===== src/rtl/z80_bus_responder_pkg.sv =====
// Shared types and constants for the Z80 bus responder: FSM states, IO read values
// and the ROM/RAM split point used by tops that divide the memory port.
package z80_bus_pkg;

   typedef enum logic [1:0] {
      ST_IDLE   = 2'd0,
      ST_WAITST = 2'd1,
      ST_DATA   = 2'd2,
      ST_HOLD   = 2'd3
   } bus_state_t;

   localparam logic [7:0]  IO_ODD  = 8'hFF;
   localparam logic [7:0]  IO_EVEN = 8'hBF;
   localparam logic [15:0] ROM_TOP = 16'h4000;

   function automatic logic [7:0] io_read_data(input logic addr_lsb);
      return addr_lsb ? IO_ODD : IO_EVEN;
   endfunction

endpackage


===== src/rtl/z80_bus_responder_if.sv =====
// Z80 CPU bus plus the responder's memory and console ports; the responder sits on
// the slave modport, the CPU/memory/console side on the master modport.
interface z80_bus_responder_if #(
   parameter int CNT_W = 32
);
   logic             zclk;
   logic [15:0]      address;
   logic             address_z;
   logic [7:0]       data_i;
   logic             data_z;
   logic             m1;
   logic             mreq;
   logic             iorq;
   logic             rd;
   logic             wr;
   logic             rfsh;
   logic             halt;
   logic             mreq_z;
   logic             iorq_z;
   logic             rd_z;
   logic             wr_z;
   logic [7:0]       data_o;
   logic             data_oe;
   logic             wait_n;
   logic [15:0]      mem_addr;
   logic             mem_rd;
   logic             mem_wr;
   logic [7:0]       mem_wdata;
   logic [7:0]       mem_rdata;
   logic [7:0]       con_data;
   logic             con_valid;
   logic             con_ready;
   logic             con_ovf;
   logic             halted;
   logic [CNT_W-1:0] zclocks;

   modport slave (
      input  zclk, address, address_z, data_i, data_z, m1, mreq, iorq, rd, wr, rfsh, halt,
             mreq_z, iorq_z, rd_z, wr_z, mem_rdata, con_ready,
      output data_o, data_oe, wait_n, mem_addr, mem_rd, mem_wr, mem_wdata,
             con_data, con_valid, con_ovf, halted, zclocks
   );

   modport master (
      output zclk, address, address_z, data_i, data_z, m1, mreq, iorq, rd, wr, rfsh, halt,
             mreq_z, iorq_z, rd_z, wr_z, mem_rdata, con_ready,
      input  data_o, data_oe, wait_n, mem_addr, mem_rd, mem_wr, mem_wdata,
             con_data, con_valid, con_ovf, halted, zclocks
   );
endinterface


===== src/rtl/z80_bus_responder_con_fifo.sv =====
// Console byte FIFO: head visible combinationally, pop gated by empty, push gated by full
// unless a pop frees the slot on the same edge.
module z80_con_fifo #(
   parameter int DEPTH = 16,
   parameter int W     = 8
) (
   input  logic         clk,
   input  logic         rst_n,
   input  logic         push,
   input  logic [W-1:0] push_dat,
   input  logic         pop,
   output logic         full,
   output logic         empty,
   output logic [W-1:0] head
);
   localparam int AW = $clog2(DEPTH);

   logic [W-1:0] store [DEPTH];
   logic [AW:0]  wr_ptr_q;
   logic [AW:0]  rd_ptr_q;
   logic         do_push;
   logic         do_pop;

   // Extra pointer bit separates full from empty when the indices coincide.
   assign empty   = (wr_ptr_q == rd_ptr_q);
   assign full    = (wr_ptr_q[AW] != rd_ptr_q[AW]) && (wr_ptr_q[AW-1:0] == rd_ptr_q[AW-1:0]);
   assign do_pop  = pop && !empty;
   assign do_push = push && (!full || do_pop);
   assign head    = store[rd_ptr_q[AW-1:0]];

   always_ff @(posedge clk or negedge rst_n) begin
      if (!rst_n) begin
         wr_ptr_q <= '0;
         rd_ptr_q <= '0;
      end else begin
         if (do_push) wr_ptr_q <= wr_ptr_q + (AW+1)'(1);
         if (do_pop)  rd_ptr_q <= rd_ptr_q + (AW+1)'(1);
      end
   end

   always_ff @(posedge clk) begin
      if (do_push) store[wr_ptr_q[AW-1:0]] <= push_dat;
   end
endmodule


===== src/rtl/z80_bus_responder.sv =====
// Z80 memory/IO target: registers strobes once, issues one-cycle mem_rd/mem_wr pulses with
// WAIT_CYC wait states, returns read data MEM_LAT cycles after mem_rd; console FIFO drops on full.
module z80_bus_responder
   import z80_bus_pkg::*;
#(
   parameter int          WAIT_CYC  = 2,
   parameter int          MEM_LAT   = 1,
   parameter logic [15:0] CON_ADDR  = 16'h1234,
   parameter int          CON_DEPTH = 16,
   parameter int          CNT_W     = 32
) (
   input logic                mclk,
   input logic                rst_n,
   z80_bus_responder_if.slave bus
);
   localparam int WCW = $clog2(WAIT_CYC + 2);

   bus_state_t       state_q, state_d;
   logic             mem_act_q, io_act_q, rd_q, wr_q, mem_prev_q, io_prev_q;
   logic             halt_q, zclk_q, zclk_qq;
   logic             mem_req, io_req, mem_start, io_start, one_dir;
   logic             do_mem_rd, do_mem_wr, do_io_rd, set_oe, clr_oe;
   logic             mem_rd_q, mem_wr_q, data_oe_q, acc_rd_q, acc_io_q, got_q;
   logic [15:0]      mem_addr_q;
   logic [7:0]       mem_wdata_q, data_o_q;
   logic [WCW-1:0]   wcnt_q;
   logic             rdata_vld, capture;
   logic             con_push, fifo_full, fifo_empty, con_ovf_q;
   logic             halted_q;
   logic [CNT_W-1:0] zclocks_q;

   wire mreq_v = !bus.mreq && !bus.mreq_z;
   wire iorq_v = !bus.iorq && !bus.iorq_z;
   wire rd_v   = !bus.rd && !bus.rd_z;
   wire wr_v   = !bus.wr && !bus.wr_z;

   // Single register stage on the asynchronous CPU strobes; all decisions use this copy.
   always_ff @(posedge mclk or negedge rst_n) begin
      if (!rst_n) begin
         mem_act_q  <= 1'b0;
         io_act_q   <= 1'b0;
         rd_q       <= 1'b0;
         wr_q       <= 1'b0;
         mem_prev_q <= 1'b0;
         io_prev_q  <= 1'b0;
         halt_q     <= 1'b0;
         zclk_q     <= 1'b0;
         zclk_qq    <= 1'b0;
      end else begin
         mem_act_q  <= mreq_v && bus.rfsh;
         io_act_q   <= iorq_v && bus.m1;
         rd_q       <= rd_v;
         wr_q       <= wr_v;
         mem_prev_q <= mem_req;
         io_prev_q  <= io_req;
         halt_q     <= !bus.halt;
         zclk_q     <= bus.zclk;
         zclk_qq    <= zclk_q;
      end
   end

   assign mem_req   = mem_act_q && (rd_q || wr_q);
   assign io_req    = io_act_q && (rd_q || wr_q);
   assign mem_start = mem_req && !mem_prev_q;
   assign io_start  = io_req && !io_prev_q;
   assign one_dir   = rd_q ^ wr_q;

   generate
      if (MEM_LAT == 0) begin : g_lat0
         assign rdata_vld = mem_rd_q;
      end else begin : g_latn
         logic [MEM_LAT-1:0] rd_pipe_q;
         always_ff @(posedge mclk or negedge rst_n) begin
            if (!rst_n) begin
               rd_pipe_q <= '0;
            end else begin
               rd_pipe_q[0] <= mem_rd_q;
               for (int i = 1; i < MEM_LAT; i++) rd_pipe_q[i] <= rd_pipe_q[i-1];
            end
         end
         assign rdata_vld = rd_pipe_q[MEM_LAT-1];
      end
   endgenerate

   assign capture = acc_rd_q && rdata_vld && !got_q &&
                    ((state_q == ST_WAITST) || (state_q == ST_DATA));

   always_ff @(posedge mclk or negedge rst_n) begin
      if (!rst_n) state_q <= ST_IDLE;
      else        state_q <= state_d;
   end

   always_comb begin
      state_d   = state_q;
      do_mem_rd = 1'b0;
      do_mem_wr = 1'b0;
      do_io_rd  = 1'b0;
      set_oe    = 1'b0;
      clr_oe    = 1'b0;
      case (state_q)
         ST_IDLE: begin
            if (mem_start && one_dir && !bus.address_z) begin
               do_mem_rd = rd_q;
               do_mem_wr = wr_q && !bus.data_z;
               if (rd_q || !bus.data_z)
                  state_d = (WAIT_CYC == 0) ? ST_DATA : ST_WAITST;
            end else if (io_start && rd_q && !wr_q && !bus.address_z) begin
               do_io_rd = 1'b1;
               set_oe   = 1'b1;
               state_d  = ST_HOLD;
            end
         end
         ST_WAITST: begin
            if (!mem_req) begin
               clr_oe  = 1'b1;
               state_d = ST_IDLE;
            end else if (wcnt_q <= WCW'(1)) begin
               state_d = ST_DATA;
            end
         end
         ST_DATA: begin
            if (!mem_req) begin
               clr_oe  = 1'b1;
               state_d = ST_IDLE;
            end else if (!acc_rd_q) begin
               state_d = ST_HOLD;
            end else if (got_q || rdata_vld) begin
               set_oe  = 1'b1;
               state_d = ST_HOLD;
            end
         end
         ST_HOLD: begin
            if (!(acc_io_q ? io_req : mem_req)) begin
               clr_oe  = 1'b1;
               state_d = ST_IDLE;
            end
         end
         default: state_d = ST_IDLE;
      endcase
   end

   always_ff @(posedge mclk or negedge rst_n) begin
      if (!rst_n) begin
         mem_rd_q    <= 1'b0;
         mem_wr_q    <= 1'b0;
         mem_addr_q  <= '0;
         mem_wdata_q <= '0;
         data_o_q    <= '0;
         data_oe_q   <= 1'b0;
         acc_rd_q    <= 1'b0;
         acc_io_q    <= 1'b0;
         got_q       <= 1'b0;
         wcnt_q      <= '0;
      end else begin
         mem_rd_q <= do_mem_rd;
         mem_wr_q <= do_mem_wr;
         if (do_mem_rd || do_mem_wr) begin
            mem_addr_q <= bus.address;
            acc_rd_q   <= do_mem_rd;
            acc_io_q   <= 1'b0;
            got_q      <= 1'b0;
            wcnt_q     <= WCW'(WAIT_CYC);
         end else if (state_q == ST_WAITST) begin
            wcnt_q <= wcnt_q - WCW'(1);
         end
         if (do_mem_wr) mem_wdata_q <= bus.data_i;
         if (do_io_rd) begin
            data_o_q <= io_read_data(bus.address[0]);
            acc_io_q <= 1'b1;
            acc_rd_q <= 1'b0;
         end else if (capture) begin
            data_o_q <= bus.mem_rdata;
            got_q    <= 1'b1;
         end
         if (set_oe)      data_oe_q <= 1'b1;
         else if (clr_oe) data_oe_q <= 1'b0;
      end
   end

   assign con_push = do_mem_wr && (bus.address == CON_ADDR);

   z80_con_fifo #(
      .DEPTH (CON_DEPTH),
      .W     (8)
   ) u_con_fifo (
      .clk      (mclk),
      .rst_n    (rst_n),
      .push     (con_push),
      .push_dat (bus.data_i),
      .pop      (bus.con_ready),
      .full     (fifo_full),
      .empty    (fifo_empty),
      .head     (bus.con_data)
   );

   always_ff @(posedge mclk or negedge rst_n) begin
      if (!rst_n) begin
         con_ovf_q <= 1'b0;
         halted_q  <= 1'b0;
         zclocks_q <= '0;
      end else begin
         // A pop on the same edge frees the slot, so only an unpopped full FIFO loses the byte.
         if (con_push && fifo_full && !bus.con_ready) con_ovf_q <= 1'b1;
         if (halt_q) halted_q <= 1'b1;
         if (zclk_q && !zclk_qq && !halted_q && (zclocks_q != '1))
            zclocks_q <= zclocks_q + CNT_W'(1);
      end
   end

   assign bus.data_o    = data_o_q;
   assign bus.data_oe   = data_oe_q;
   assign bus.wait_n    = (state_q != ST_WAITST);
   assign bus.mem_addr  = mem_addr_q;
   assign bus.mem_rd    = mem_rd_q;
   assign bus.mem_wr    = mem_wr_q;
   assign bus.mem_wdata = mem_wdata_q;
   assign bus.con_valid = !fifo_empty;
   assign bus.con_ovf   = con_ovf_q;
   assign bus.halted    = halted_q;
   assign bus.zclocks   = zclocks_q;
endmodule

===== src/flat_wrapper.sv =====
// flat-port wrapper written by rule: the top's interface ports become plain ports
module z80_bus_responder_flat import z80_bus_pkg::*;
#(
   parameter int          WAIT_CYC  = 2,
   parameter int          MEM_LAT   = 1,
   parameter logic [15:0] CON_ADDR  = 16'h1234,
   parameter int          CON_DEPTH = 16,
   parameter int          CNT_W     = 32
)
  (mclk, rst_n, bus_zclk, bus_address, bus_address_z, bus_data_i, bus_data_z, bus_m1, bus_mreq, bus_iorq, bus_rd, bus_wr, bus_rfsh, bus_halt, bus_mreq_z, bus_iorq_z, bus_rd_z, bus_wr_z, bus_mem_rdata, bus_con_ready, bus_data_o, bus_data_oe, bus_wait_n, bus_mem_addr, bus_mem_rd, bus_mem_wr, bus_mem_wdata, bus_con_data, bus_con_valid, bus_con_ovf, bus_halted, bus_zclocks);
  z80_bus_responder_if #(.CNT_W(CNT_W)) bus_i ();
  input logic mclk;
  input logic rst_n;
  input wire logic [$bits(bus_i.zclk)-1:0] bus_zclk;
  input wire logic [$bits(bus_i.address)-1:0] bus_address;
  input wire logic [$bits(bus_i.address_z)-1:0] bus_address_z;
  input wire logic [$bits(bus_i.data_i)-1:0] bus_data_i;
  input wire logic [$bits(bus_i.data_z)-1:0] bus_data_z;
  input wire logic [$bits(bus_i.m1)-1:0] bus_m1;
  input wire logic [$bits(bus_i.mreq)-1:0] bus_mreq;
  input wire logic [$bits(bus_i.iorq)-1:0] bus_iorq;
  input wire logic [$bits(bus_i.rd)-1:0] bus_rd;
  input wire logic [$bits(bus_i.wr)-1:0] bus_wr;
  input wire logic [$bits(bus_i.rfsh)-1:0] bus_rfsh;
  input wire logic [$bits(bus_i.halt)-1:0] bus_halt;
  input wire logic [$bits(bus_i.mreq_z)-1:0] bus_mreq_z;
  input wire logic [$bits(bus_i.iorq_z)-1:0] bus_iorq_z;
  input wire logic [$bits(bus_i.rd_z)-1:0] bus_rd_z;
  input wire logic [$bits(bus_i.wr_z)-1:0] bus_wr_z;
  input wire logic [$bits(bus_i.mem_rdata)-1:0] bus_mem_rdata;
  input wire logic [$bits(bus_i.con_ready)-1:0] bus_con_ready;
  output wire logic [$bits(bus_i.data_o)-1:0] bus_data_o;
  output wire logic [$bits(bus_i.data_oe)-1:0] bus_data_oe;
  output wire logic [$bits(bus_i.wait_n)-1:0] bus_wait_n;
  output wire logic [$bits(bus_i.mem_addr)-1:0] bus_mem_addr;
  output wire logic [$bits(bus_i.mem_rd)-1:0] bus_mem_rd;
  output wire logic [$bits(bus_i.mem_wr)-1:0] bus_mem_wr;
  output wire logic [$bits(bus_i.mem_wdata)-1:0] bus_mem_wdata;
  output wire logic [$bits(bus_i.con_data)-1:0] bus_con_data;
  output wire logic [$bits(bus_i.con_valid)-1:0] bus_con_valid;
  output wire logic [$bits(bus_i.con_ovf)-1:0] bus_con_ovf;
  output wire logic [$bits(bus_i.halted)-1:0] bus_halted;
  output wire logic [$bits(bus_i.zclocks)-1:0] bus_zclocks;
  assign bus_i.zclk = bus_zclk;
  assign bus_i.address = bus_address;
  assign bus_i.address_z = bus_address_z;
  assign bus_i.data_i = bus_data_i;
  assign bus_i.data_z = bus_data_z;
  assign bus_i.m1 = bus_m1;
  assign bus_i.mreq = bus_mreq;
  assign bus_i.iorq = bus_iorq;
  assign bus_i.rd = bus_rd;
  assign bus_i.wr = bus_wr;
  assign bus_i.rfsh = bus_rfsh;
  assign bus_i.halt = bus_halt;
  assign bus_i.mreq_z = bus_mreq_z;
  assign bus_i.iorq_z = bus_iorq_z;
  assign bus_i.rd_z = bus_rd_z;
  assign bus_i.wr_z = bus_wr_z;
  assign bus_i.mem_rdata = bus_mem_rdata;
  assign bus_i.con_ready = bus_con_ready;
  assign bus_data_o = bus_i.data_o;
  assign bus_data_oe = bus_i.data_oe;
  assign bus_wait_n = bus_i.wait_n;
  assign bus_mem_addr = bus_i.mem_addr;
  assign bus_mem_rd = bus_i.mem_rd;
  assign bus_mem_wr = bus_i.mem_wr;
  assign bus_mem_wdata = bus_i.mem_wdata;
  assign bus_con_data = bus_i.con_data;
  assign bus_con_valid = bus_i.con_valid;
  assign bus_con_ovf = bus_i.con_ovf;
  assign bus_halted = bus_i.halted;
  assign bus_zclocks = bus_i.zclocks;
  z80_bus_responder #(.WAIT_CYC(WAIT_CYC), .MEM_LAT(MEM_LAT), .CON_ADDR(CON_ADDR), .CON_DEPTH(CON_DEPTH), .CNT_W(CNT_W)) u_core (.mclk(mclk), .rst_n(rst_n), .bus(bus_i));
endmodule

===== config.mk =====
export PLATFORM = sky130hd
export DESIGN_NAME = z80_bus_responder_flat
export DESIGN_NICKNAME = d
export VERILOG_FILES = /design/src/rtl/z80_bus_responder_pkg.sv /design/src/rtl/z80_bus_responder_if.sv /design/src/rtl/z80_bus_responder_con_fifo.sv /design/src/rtl/z80_bus_responder.sv /design/src/flat_wrapper.sv
export SDC_FILE = /design/constraint.sdc
export NUM_CORES = 1
export LEC_CHECK = 0
export ABC_CLOCK_PERIOD_IN_PS = 2750
export CAP_MARGIN = 20
export CORE_AREA = 2 2 142 144
export CTS_CLUSTER_SIZE = 20
export DETAILED_ROUTE_END_ITERATION = 7
export DIE_AREA = 0 0 144 146
export GPL_ROUTABILITY_DRIVEN = 1
export MAX_ROUTING_LAYER = met4
export PLACE_DENSITY = 0.74
export SYNTH_ARGS = -nofsm -noshare
export SYNTH_HDL_FRONTEND = slang
export SYNTH_HIERARCHICAL = 1
export SYNTH_SLANG_ARGS = --single-unit

===== constraint.sdc =====
create_clock -name mclk -period 2.75 [get_ports mclk]
set_input_delay 0.55 -clock mclk [delete_from_list [all_inputs] [get_ports mclk]]
set_output_delay 0.55 -clock mclk [all_outputs]
set_load 0.005 [all_outputs]

; ---- Word level (Yosys, flattened, before mapping)
; Memory sizes are Yosys's and may differ from the RTL's.
; Cells that the tools add are included.
[totals]
register_bits = 96
ramBits = 128
output_inout_bits = 79
wordCells = 149
n_memories = 1
[classes]
add_sub_neg = 4
n_lt_le_gt_ge = 1
eq_ne = 14
muxes = 41
bitwise = 1
n_reduce_logical = 61
[mem_list]
columns = name, words, word_bits, rd, rd_ports_with_merged_regs, write_ports, line_no
row1 = u_core.u_con_fifo.store, 16, 8, 1, 0, 1, z80_bus_responder_con_fifo.sv:18  ; logic [W-1:0] store [DEPTH];
[op_table]
columns = cell, n
row1 = $add A32 B1 Y32 const B, 1
row2 = $ne A32 B32 Y1 const B, 1
row3 = $logic_and A1 B1 Y1, 28
row4 = $mux W1, 24
row5 = $mux W2, 11
row6 = $logic_not A1 Y1, 20
row7 = $eq A16 B13 Y1 const B, 1
row8 = $mux W8, 2
row9 = $add A5 B1 Y5 const B, 2
row10 = $pmux W2 S4, 1
row11 = $reduce_bool A2 Y1, 4
row12 = $mux W7, 1
row13 = $logic_or A1 B1 Y1, 6
row14 = $ne A3 B3 Y1 const B, 2
row15 = $eq A5 B5 Y1, 1
row16 = $reduce_and A5 Y1, 1
row17 = $eq A2 B2 Y1 const B, 2
row18 = $eq A4 B4 Y1, 1
row19 = $ne A4 B4 Y1 const B, 1
row20 = $pmux W1 S2, 2
row21 = $ne A3 B1 Y1 const B, 1
row22 = $eq A2 B1 Y1 const B, 1
row23 = $le A2 B1 Y1 const B, 1
row24 = $logic_not A2 Y1, 1
row25 = 6 further kinds, 6

; ---- Logic depth before layout (Yosys ltp)
; Gate-level depths: netlist of run 1.
[logic_depth]
ltp_word = 11
depth_mapped = 10
mapped_depth_nobuf = 9

; ---- Cells and area by module
; Netlist of run 1, hierarchy kept.
[modules_own_cells]
columns = module, n_inst, cells_per_inst, area_each_um2
row1 = z80_con_fifo, 1, 271, 5564.1
row2 = z80_bus_responder, 1, 321, 3804.9

; ---- Worst setup path before layout of run 1
; No wires, ideal clock.
[synth_path]
kind = register to register
startpoint = register u_core.rd_q
endpoint = memory u_core.u_con_fifo.store[11][0] (enable)
setup_ps = 385
arrival_time_ps = 2464
setup_slack_ps = -99
path_stages_with_launch = 9
period_less_slack_ps = 2849
path_cell_list = dfrtp_1 inv_1 ha_1 nand2b_1 nor4_1 nand2_1 nor2_1 o311ai_4 nor3b_1
[synth_between]
elab_chain_len = 11
elab_cells_between_ends = 12
cone_classes = 4 x mux / 1 x bitwise / 7 x reduce/logical
[synth_lines]
columns = item, line_no
row1 = "start, declared", z80_bus_responder.sv:19  ; logic mem_act_q, io_act_q, rd_q, wr_q, mem_prev_q, io_prev_q;
row2 = "start signal, assigned", z80_bus_responder.sv:52  ; rd_q <= rd_v;
row3 = $logic_or A1 B1 Y1, z80_bus_responder.sv:62  ; assign mem_req = mem_act_q && (rd_q || wr_q);
row4 = $logic_and A1 B1 Y1, z80_bus_responder.sv:62
row5 = $logic_and A1 B1 Y1, z80_bus_responder.sv:64  ; assign mem_start = mem_req && !mem_prev_q;
row6 = $logic_and A1 B1 Y1 (*) (2 in a row), z80_bus_responder.sv:102  ; if (mem_start && one_dir && !bus.address_z) begin
row7 = $mux W1 (*), z80_bus_responder.sv:102
row8 = $mux W1 (*), z80_bus_responder.sv:100  ; case (state_q)
row9 = $logic_and A1 B1 Y1 (*), z80_bus_responder.sv:180  ; assign con_push = do_mem_wr && (bus.address == CON_ADDR);
row10 = named net u_core.con_push, z80_bus_responder.sv:28  ; logic con_push, fifo_full, fifo_empty, con_ovf_q;
row11 = $logic_and A1 B1 Y1 (*), z80_bus_responder_con_fifo.sv:28  ; assign do_push = push && (!full || do_pop);
row12 = $mux W1 (*), z80_bus_responder_con_fifo.sv:42  ; if (do_push) store[wr_ptr_q[AW-1:0]] <= push_dat;
row13 = $mux W1 (not written as such) (*), z80_bus_responder_con_fifo.sv:42
row14 = "end, declared", z80_bus_responder_con_fifo.sv:18
; Mark *: on every way through the listed nets, which the timed path passes. The rest lies on a longest branch.

; ---- Final worst setup path of run 1
[layout_path]
startpoint = register u_core.u_con_fifo.rd_ptr_q[0]
endpoint = output port bus_con_data[1]
[layout_between]
elab_chain_len = 1
[layout_lines]
columns = item, line_no
row1 = "start, declared", z80_bus_responder_con_fifo.sv:20  ; logic [AW:0] rd_ptr_q;
row2 = "start signal, assigned", z80_bus_responder_con_fifo.sv:37  ; if (do_pop) rd_ptr_q <= rd_ptr_q + (AW+1)'(1);
row3 = $mem_v2 Z16 W8, -
row4 = "end, declared", flat_wrapper.sv:39  ; output wire logic [$bits(bus_i.con_data)-1:0] bus_con_data;
; No other way between the ends.

==> results of run 1 <==
[repair_timing]
action / 4_1_cts / 5_1_grt
gates resized for setup: 68 / 5
cloned: 4 / 0
endpoints found under the setup margin: 65 / 138
pin swaps: 20 / 7
buffers inserted: 13 / 2
hold buffers: 0 / 0
[Yosys cell counts, types with 3 or more instances]
cell type and count:
nor3_1 5, nor2b_1 7, mux2_2 24, edfxtp_1 128, mux2_1 3, and3_1 21
buf_4 3, and2_1 5, nor4b_1 3, nand4_1 14, mux4_2 32, and3_2 3
a21oi_1 3, inv_1 15, a22oi_1 16, mux2i_1 3, nor2_1 17, and4_2 6
xnor2_2 4, nor3b_1 4, xnor2_1 33, dfrtp_1 96, nand2_1 44, nand3_1 30
xor2_1 9, buf_6 4, clkbuf_1 11, ha_1 12
[flip-flops by register name (all words and copies together), names as in the netlist, 2 cells and up]
register                    count
u_core/u_con_fifo/store       128
u_core/state_q                  2
u_core/bus.data_o               8
u_core/bus.mem_addr            16
u_core/u_con_fifo/rd_ptr_q      5
u_core/u_con_fifo/wr_ptr_q      5
u_core/bus.zclocks             32
u_core/bus.mem_wdata            8
u_core/wcnt_q                   2
[cell type report]
class | count | share of cell area, %
multi-input combinational | 331 | 25.32
clock inverter | 10 | 0.5974
sequential | 224 | 51.44
tap | 265 | 2.730
clock buffer | 30 | 5.037
inverter | 15 | 0.4635
timing repair buffer | 175 | 14.41
[kinds of logic (layout without fill, tap and decap cells)]
kind of cell	count (synthesis)	after routing	synth area share (%)
muxes	62	62	11.26
adders and majority gates	12	12	1.603
and+or+nand+nor	176	176	10.72
AOI/OAI and AO/OA	35	35	3.179
xor gates and xnor gates	46	46	4.621
DFF	224	224	66.67
buffers and inverters	37	230	1.950
[through the flow]
step / utilization, % / std cells / total power [mW] / worst slack, ns
CTS: 62.87 / 1050 / 9.408 / -0.04520
global route: 62.82 / 1050 / 9.711 / -0.1002
floorplan: - / 592 / 5.148 / 0.1470
detailed placement: 57.64 / 994 / 6.032 / -0.1822
global placement: 57.64 / 994 / 5.959 / -0.02382
finish: 62.82 / 1050 / 9.323 / -0.02843
[path summary, 6_finish.rpt]
path / start / to / slack, ns
min in group mclk: u_core/zclk_q / u_core/zclk_qq / 0.37
hold reg to reg: u_core/zclk_q / u_core/zclk_qq / 0.37
hold / removal: rst_n / u_core/bus.zclocks[22] / 0.09
setup / recovery: u_core/u_con_fifo/rd_ptr_q[0] / bus_con_data[1] / -0.03
max in group asynchronous: rst_n / u_core/u_con_fifo/rd_ptr_q[0] / 2.24
setup reg to reg: u_core/rd_q / u_core/u_con_fifo/store[11][5] / 0.18
[routing by layer]
metal	vias up	GRT usage [%]
met2	231	35.74
met3	39	4.311
li1	2605	-
met5	-	-
met4	0	5.931
met1	2974	29.21
[critical path, stage by stage (launching register included)]
cell and delay [ns]:
dfrtp_2 0.46, buf_12 0.15, buf_16 0.11, buf_6 0.09, mux4_2 0.52, a22oi_2 0.21, nand2_1 0.08, buf_2 0.13
[power groups by stage]
stage                     Combinational (mW)  Sequential (mW)  Clock [mW]
after floorplan                         1.33             3.82           0
after global placement                  2.08             3.88           0
after detailed placement                2.14             3.89           0
after CTS                               2.65             3.83        2.93
after global routing                    2.79             3.85        3.07
final                                   2.62             3.84        2.87
==> results.cfg, run 1 <==
[outcome]
status = complete, but fails checks
failed_checks = negative setup slack

[critical_path]
critPathMaxFanout = 4
crit_type = register to output port
worst_ep_required_time_ns = 2.20
end_kind = output port
r2r_cells = 10
critPathLaunchType = register
cp.arrival_ns = 2.23

[power_and_ir_drop]
vdd_drop_max_mv = 0.4219
power_density_nw_per_um2 = 767.6
switching_power_mw = 2.530
intPower_mw = 6.793
p_seq_share_pct = 41.2
p_clk_share_pct = 30.8
sw_frac_of_total_pct = 27.14
combPwrFrac_pct = 28.1
p_leak_nw = 4.715

[detailed_routing]
first_iter_violations = 311
wl_per_cell_microns = 20.91
drt_wl_total_microns = 21960
highest_layer = met4
first_pass_iters = 5
wl_met3_microns = 1332
ant_nets = 0
drc_errors = 0
vias_per_cell = 5.570
dr_wl_met2_microns = 10810
num_vias = 5849
wl_met1_microns = 9250

[global_route]
grt.total_usage_pct = 22.24
grt_max_degree = 97
grt_overflow_total = 0
grt_pass1_wl_microns = 35100
grt_pass1_vias = 6236
antenna_found_initial = 0

[synth]
ys_warn_count = 6
synth_top_cell_by_area = edfxtp_1
synthTopCellsByArea = edfxtp_1 (41%), dfrtp_1 (26%), mux4_2 (7.7%), xnor2_1 (3.1%), mux2_2 (2.9%)
seq_area_frac_synth_pct = 66.67
syn-num-nets = 653
yosys_most_used_dff = edfxtp_1
synthDominantCellAreaShare_pct = 41.03
yosysUniqueCellTypes = 55
syn_inst = 592
async_flop_share_pct = 42.86
syn_area_sq_um = 9369
synth_seq_cells = 224
synth_edf_count = 128
synth_area_per_cell_sq_um = 15.83

[clock_network]
clock_sinks = 224
htreeDepth = 1
cts_tree = built
clk_path_buf_depth = 3
clk_latency_ns = 0.51
clock-root-buffer = clkbuf_16
numCtsBuffers = 23
clk_pin_slew_ns = 0.06

[flow_run]
maxCapViolations = 0

[sta]
hold_viol = 0
worst_slew_pin_slew_ns = 0.8762
rsz0062_at_grt = true
period_needed_ns = 2.778
period_share_pct = 101.0
fmax_mhz = 359.9
slew-limit-headroom_pct = 41.40
skew_ns = 0.01838
worst_slack_ns = -0.02843
finalSetupTns_ns = -0.05477
finalSetupViolations = 2
whs_ns = 0.09193
slew_violations = 0

[layout]
regArea_sq_um = 6248
design_area_sq_um = 12150
fin_nets = 831
mostFrequentLayoutCells = edfxtp_1 (128), clkdlybuf4s50_1 (118), dfrtp_1 (94)
drive_gt1_share_pct = 25.48
layout_commonest_cell = edfxtp_1
n_fill_cell = 1388
multi_input_area_sq_um = 3075
diodes = 0
area_delta_synth_final_pct = 29.65

[min_path]
hp-class = input pin to asynchronous set/reset pin

[floorplan]
io_pins = 128
fp.dieH_microns = 146
fp.dieW_microns = 144
rows = 51
dieArea_sq_um = 21020
core_sq_um = 19330
start_util_pct = 48.46

[placement]
portBuffers = 127
placed_area_sq_um = 11140
gp_congestion = 0.8419
hpwlAfterDp_microns = 14290
(Power assumes the default switching activity.)
==> inputs of run 2 (changes only) <==
ABC_CLOCK_PERIOD_IN_PS = default   (was 2750)
==> results of run 2 <==
The final DEF is identical to that of run 1; final timing and power are the same.
==> patch 1: new RTL, flow settings as in run 1 <==
Make the reset (`rst_n`) synchronous in 6 clocked blocks. Comments in the files are not updated.
--- a/src/rtl/z80_bus_responder_con_fifo.sv
+++ b/src/rtl/z80_bus_responder_con_fifo.sv
@@ -30,3 +30,3 @@
 
-   always_ff @(posedge clk or negedge rst_n) begin
+   always_ff @(posedge clk) begin
       if (!rst_n) begin
--- a/src/rtl/z80_bus_responder.sv
+++ b/src/rtl/z80_bus_responder.sv
@@ -37,3 +37,3 @@
    // Single register stage on the asynchronous CPU strobes; all decisions use this copy.
-   always_ff @(posedge mclk or negedge rst_n) begin
+   always_ff @(posedge mclk) begin
       if (!rst_n) begin
@@ -72,3 +72,3 @@
          logic [MEM_LAT-1:0] rd_pipe_q;
-         always_ff @(posedge mclk or negedge rst_n) begin
+         always_ff @(posedge mclk) begin
             if (!rst_n) begin
@@ -87,3 +87,3 @@
 
-   always_ff @(posedge mclk or negedge rst_n) begin
+   always_ff @(posedge mclk) begin
       if (!rst_n) state_q <= ST_IDLE;
@@ -141,3 +141,3 @@
 
-   always_ff @(posedge mclk or negedge rst_n) begin
+   always_ff @(posedge mclk) begin
       if (!rst_n) begin
@@ -195,3 +195,3 @@
 
-   always_ff @(posedge mclk or negedge rst_n) begin
+   always_ff @(posedge mclk) begin
       if (!rst_n) begin
Check against the original RTL: differs if rst_n is asserted again (counterexample within 4 cycles, from zero or initial values and one cycle with rst_n low); with rst_n held inactive, the same outputs for 10 cycles.
==> patch 1 against run 1 <==
The flow still finishes with violations (setup timing). Register-to-register slack better by 100 ps. Routed wire length increased by 6.0%. Via count up 11%. Sequential cell count rose by 4. Cell area shrank 0.38%. Worst setup slack lost 140 ps. Area after synthesis rose by 2.3%. Largest cell class unchanged.
Power is not compared: it rests on default switching activity, and its combinational part moved more than twofold at a synthesized area within 25%.
==> patch 1: results <==
[worst_setup_path]
r2r_setup_slack_ps = 280
reg2regPathDepth = 10
cp_max_fo = 8
worstSetupPathType = flop to output pin
arrival_ps = 2370
cp-endpoint = bus_con_data[7]
reg2reg_from = u_core/rd_q$_SDFF_PN0_
worstReg2RegEnd = u_core/u_con_fifo/store[3][3]$_DFFE_PP_

[global_routing]
met2_usage = 0.3731
met3_usage = 0.04047
met1_usage = 0.2870
grt_max_degree = 45
first_global_vias = 6589
grt_pass1_wl_um = 36070
track_usage = 0.2278

[logic_synthesis]
synth_area_leaders = edfxtp_1 40%, dfxtp_1 21%, mux4_1 6.6%, mux4_2 3.8%, mux2i_1 3.7%
synth_nets = 753
dominantRegCellSynth = edfxtp_1
ys_async_sr_fraction = 0
synth.distinct_cells = 66
synth_edf_count = 128
synth-seq-area-share = 0.6101
synth_common_cells = 128 x edfxtp_1, 100 x dfxtp_1, 46 x nand2_1, 45 x nor2_1, 35 x mux2i_1

[sta]
finalSetupViolCount = 8
setup_ws_ps = -168.6
worst_pin_slew_ps = 866.5
hold_ws_ps = 442.2
skew_ps = 17.36

[place]
hpwl_um = 15260
gp_congestion = 0.9073
place_area_um2 = 11310
place_ws_ps = -274.8

[clock_tree]
clockBufferDepth = 3
cts_root_buffer = clkbuf_16
clkLatencyLatePin_ps = 510
cts-htree-levels = 1
cts_made_buffers = 23

[routing]
drt_iter0_drc = 446
firstDrtPassIters = 8
avgRoutedWirePerCell_um = 20.46
vias = 6512

[status]
violations = setup timing
outcome = complete, but fails checks

[power]
leakage_nw = 4.371
ir_worst_vdd_mv = 0.4357

[finish]
final_nets = 917
nFillCells = 1411
drive_gt1_frac = 0.1615

[hold_path]
hold_depth = 2
hp-class = flop to flop
## patch 1: worst min-delay path by stage
| stage | startpoint | to |
|---|---|---|
| global placement | u_core/halt_q$_SDFF_PN0_ | u_core/bus.halted$_SDFFE_PN0P_ |
| CTS | u_core/halt_q$_SDFF_PN0_ | u_core/bus.halted$_SDFFE_PN0P_ |
| finish | u_core/halt_q$_SDFF_PN0_ | u_core/bus.halted$_SDFFE_PN0P_ |
| global route | u_core/halt_q$_SDFF_PN0_ | u_core/bus.halted$_SDFFE_PN0P_ |
| detailed placement | u_core/halt_q$_SDFF_PN0_ | u_core/bus.halted$_SDFFE_PN0P_ |
| floorplan | u_core/halt_q$_SDFF_PN0_ | u_core/bus.halted$_SDFFE_PN0P_ |
## patch 1: layout make-up
class	count	area, µm²	share of cell area
clock buffers	26	586.8	0.04850
clock inverters	16	161.4	0.01334
inverters	19	71.32	0.005894
multi-input cells	413	3430	0.2834
flip-flops and latches	228	5852	0.4836
well taps	265	331.6	0.02740
repair buffers	171	1668	0.1378
## patch 1: per-layer routing
layer,part of all wire,vias to the layer above
li1,-,2961
met1,0.40,3197
met2,0.50,313
met3,0.075,41
met4,0.027,0
met5,0,-
## patch 1: timing repair
item | 4_1_cts | 5_1_grt
resized for setup | 54 | 4
pin swaps | 0 | 0
setup endpoints to repair | 9 | 33
setup buffers | 4 | 1
cloned | 3 | 0
## patch 1: logic make-up after synthesis
logic type / after synthesis / share of synthesized area
XOR/XNOR: 18 / 0.01645
multiplexers: 76 / 0.1412
flip-flops: 228 / 0.6101
AO/OA/AOI/OAI: 81 / 0.05667
AND/OR/NAND/NOR: 226 / 0.1336
adder cells (fa/ha/maj): 12 / 0.01567
buffers and inverters: 51 / 0.02638
## patch 1: worst max-delay path, cell delays in order (launching register included)
cell and delay (ps):
dfxtp_4 390, buf_12 130, buf_16 140, buf_6 100, mux4_2 480, mux4_2 480, buf_2 140
## patch 1: per-stage QoR
step	setup TNS, ps	instances
floorplan	0	692
global placement	-21770	1089
detailed placement	-24340	1089
CTS	-1299	1138
global route	-1507	1138
finish	-1136	1138
## patch 1: power breakdown
| part | leakage, nW | total (W) | switching, W | internal (W) |
|---|---|---|---|---|
| Sequential | 1.96 | 0.00366 | 0.0000296 | 0.00363 |
| Clock | 0.360 | 0.00308 | 0.00126 | 0.00182 |
| Combinational | 2.05 | 0.000440 | 0.000227 | 0.000214 |
==> patch 2: new RTL, flow settings as in run 1 <==
Made on the original files. `MEM_LAT` is set to 1 in 2 places; all go to 0.
--- a/src/rtl/z80_bus_responder.sv
+++ b/src/rtl/z80_bus_responder.sv
@@ -6,3 +6,3 @@
    parameter int          WAIT_CYC  = 2,
-   parameter int          MEM_LAT   = 1,
+   parameter int          MEM_LAT   = 0,
    parameter logic [15:0] CON_ADDR  = 16'h1234,
--- a/src/flat_wrapper.sv
+++ b/src/flat_wrapper.sv
@@ -4,3 +4,3 @@
    parameter int          WAIT_CYC  = 2,
-   parameter int          MEM_LAT   = 1,
+   parameter int          MEM_LAT   = 0,
    parameter logic [15:0] CON_ADDR  = 16'h1234,
Behaviour: not the same (Yosys sat finds a counterexample within 4 cycles, from zero or initial values and one cycle with rst_n low).
==> patch 2 against run 1 <==
The flow still finishes with violations (setup timing). Area after synthesis decreased by 0.37%. Maximum frequency decreased by 1.6%. Critical path depth unchanged. Cell area decreased by 0.71%. Worst hold slack got worse by 9.0 ps. Non-clock buffer count decreased by 11. Worst setup slack got worse by 45 ps. Sequential cell count decreased by 1. Global-route usage decreased by 0.91 points. Routed wire length decreased by 2.5%. Power increased by 2.1%. Largest power group unchanged.
==> patch 2: results <==
[status]
outcome = complete, but fails checks
violations = setup timing

[finish]
final_nets = 820
drive_gt1_frac = 0.2136
nFillCells = 1364
num_antenna_cells = 0
layout.cells.non_filler = 1042

[global_routing]
track_usage = 0.2132
grt_pass1_wl_um = 33450
first_global_vias = 6125
grt_max_degree = 55

[logic_synthesis]
synth_nets = 652
ys_async_sr_fraction = 0.4260
synth_cells = 591
yosys.area_share.xor_xnor = 0.04357
synth-seq-area-share = 0.6665
synth_common_cells = 128 x edfxtp_1, 95 x dfrtp_1, 44 x nand2_1, 32 x mux4_2, 30 x xnor2_1
synth_compound_area_frac = 0.03311
muxShareOfSynthArea = 0.1165
synth_area_leaders = edfxtp_1 41%, dfrtp_1 25%, mux4_2 7.7%, xnor2_1 2.8%, mux2_2 1.8%
yosys.area_share.adder = 0.01609

[place]
gp_congestion = 0.8228
place_area_um2 = 10980
place_inst = 980
hpwl_um = 13890
place_ws_ps = -56.83

[clock_tree]
post_cts_resize_count = 56
cts_setup_buffers = 12
cts_made_buffers = 24

[sta]
finalSetupTns_ps = -327.3
finalSetupViolCount = 7
setup_ws_ps = -73.86

[worst_setup_path]
cp_max_fo = 8
arrival_ps = 2270
path_delay_family = buffers and inverters
slowest_stage = dfrtp_2

[power]
swShare = 0.2657
leakage_nw = 4.671

[routing]
firstDrtPassIters = 4
wirelength_um = 21420
drt_iter0_drc = 339
patch 2: cell types whose count changed after synthesis, sizes merged, moves of 2 or more:
cell / delta
and4: -7
a31oi: +2
nand3: -5
clkbuf: -4
nor2: +2
nand4: +7
mux2: +2
buf: +4
xnor2: -3
patch 2: worst paths after layout:
kind	startpoint	to	slack (ps)	cells after the start
worst min-delay path	rst_n	u_core/bus.zclocks[28]$_DFFE_PN0P_	80	1
worst min register to register	u_core/zclk_q$_DFF_PN0_	u_core/zclk_qq$_DFF_PN0_	400	0
min in group mclk	u_core/zclk_q$_DFF_PN0_	u_core/zclk_qq$_DFF_PN0_	400	0
worst max register to register	u_core/rd_q$_DFF_PN0_	u_core/u_con_fifo/store[11][5]$_DFFE_PP_	190	10
max in group asynchronous	rst_n	u_core/bus.mem_addr[7]$_DFFE_PN0P_	1920	2
worst max-delay path	u_core/u_con_fifo/rd_ptr_q[0]$_DFFE_PN0P_	bus_con_data[2]	-70	7
patch 2: power by group through the flow:
stage                     clock, W  sequential [W]  combinational [W]
final                      0.00326         0.00381            0.00246
after global routing       0.00346         0.00382            0.00261
after CTS                  0.00332         0.00378            0.00237
after detailed placement         0         0.00388            0.00203
after global placement           0         0.00386            0.00196
after floorplan                  0         0.00379            0.00133
patch 2: layout make-up:
class                           instances  area, µm²  area share
Sequential cell                       223       6222      0.5159
Multi-Input combinational cell        332       3028      0.2511
Timing Repair Buffer                  164       1613      0.1337
Clock buffer                           32      671.9     0.05571
Tap cell                              265      331.6     0.02749
Clock inverter                         12      138.9     0.01152
Inverter                               14      55.05    0.004565
patch 2: layer usage:
metal | share of wire | GRT usage
met1 | 0.41 | 0.2854
met4 | 0.027 | 0.05637
met2 | 0.49 | 0.3369
met5 | 0 | -
met3 | 0.068 | 0.04179
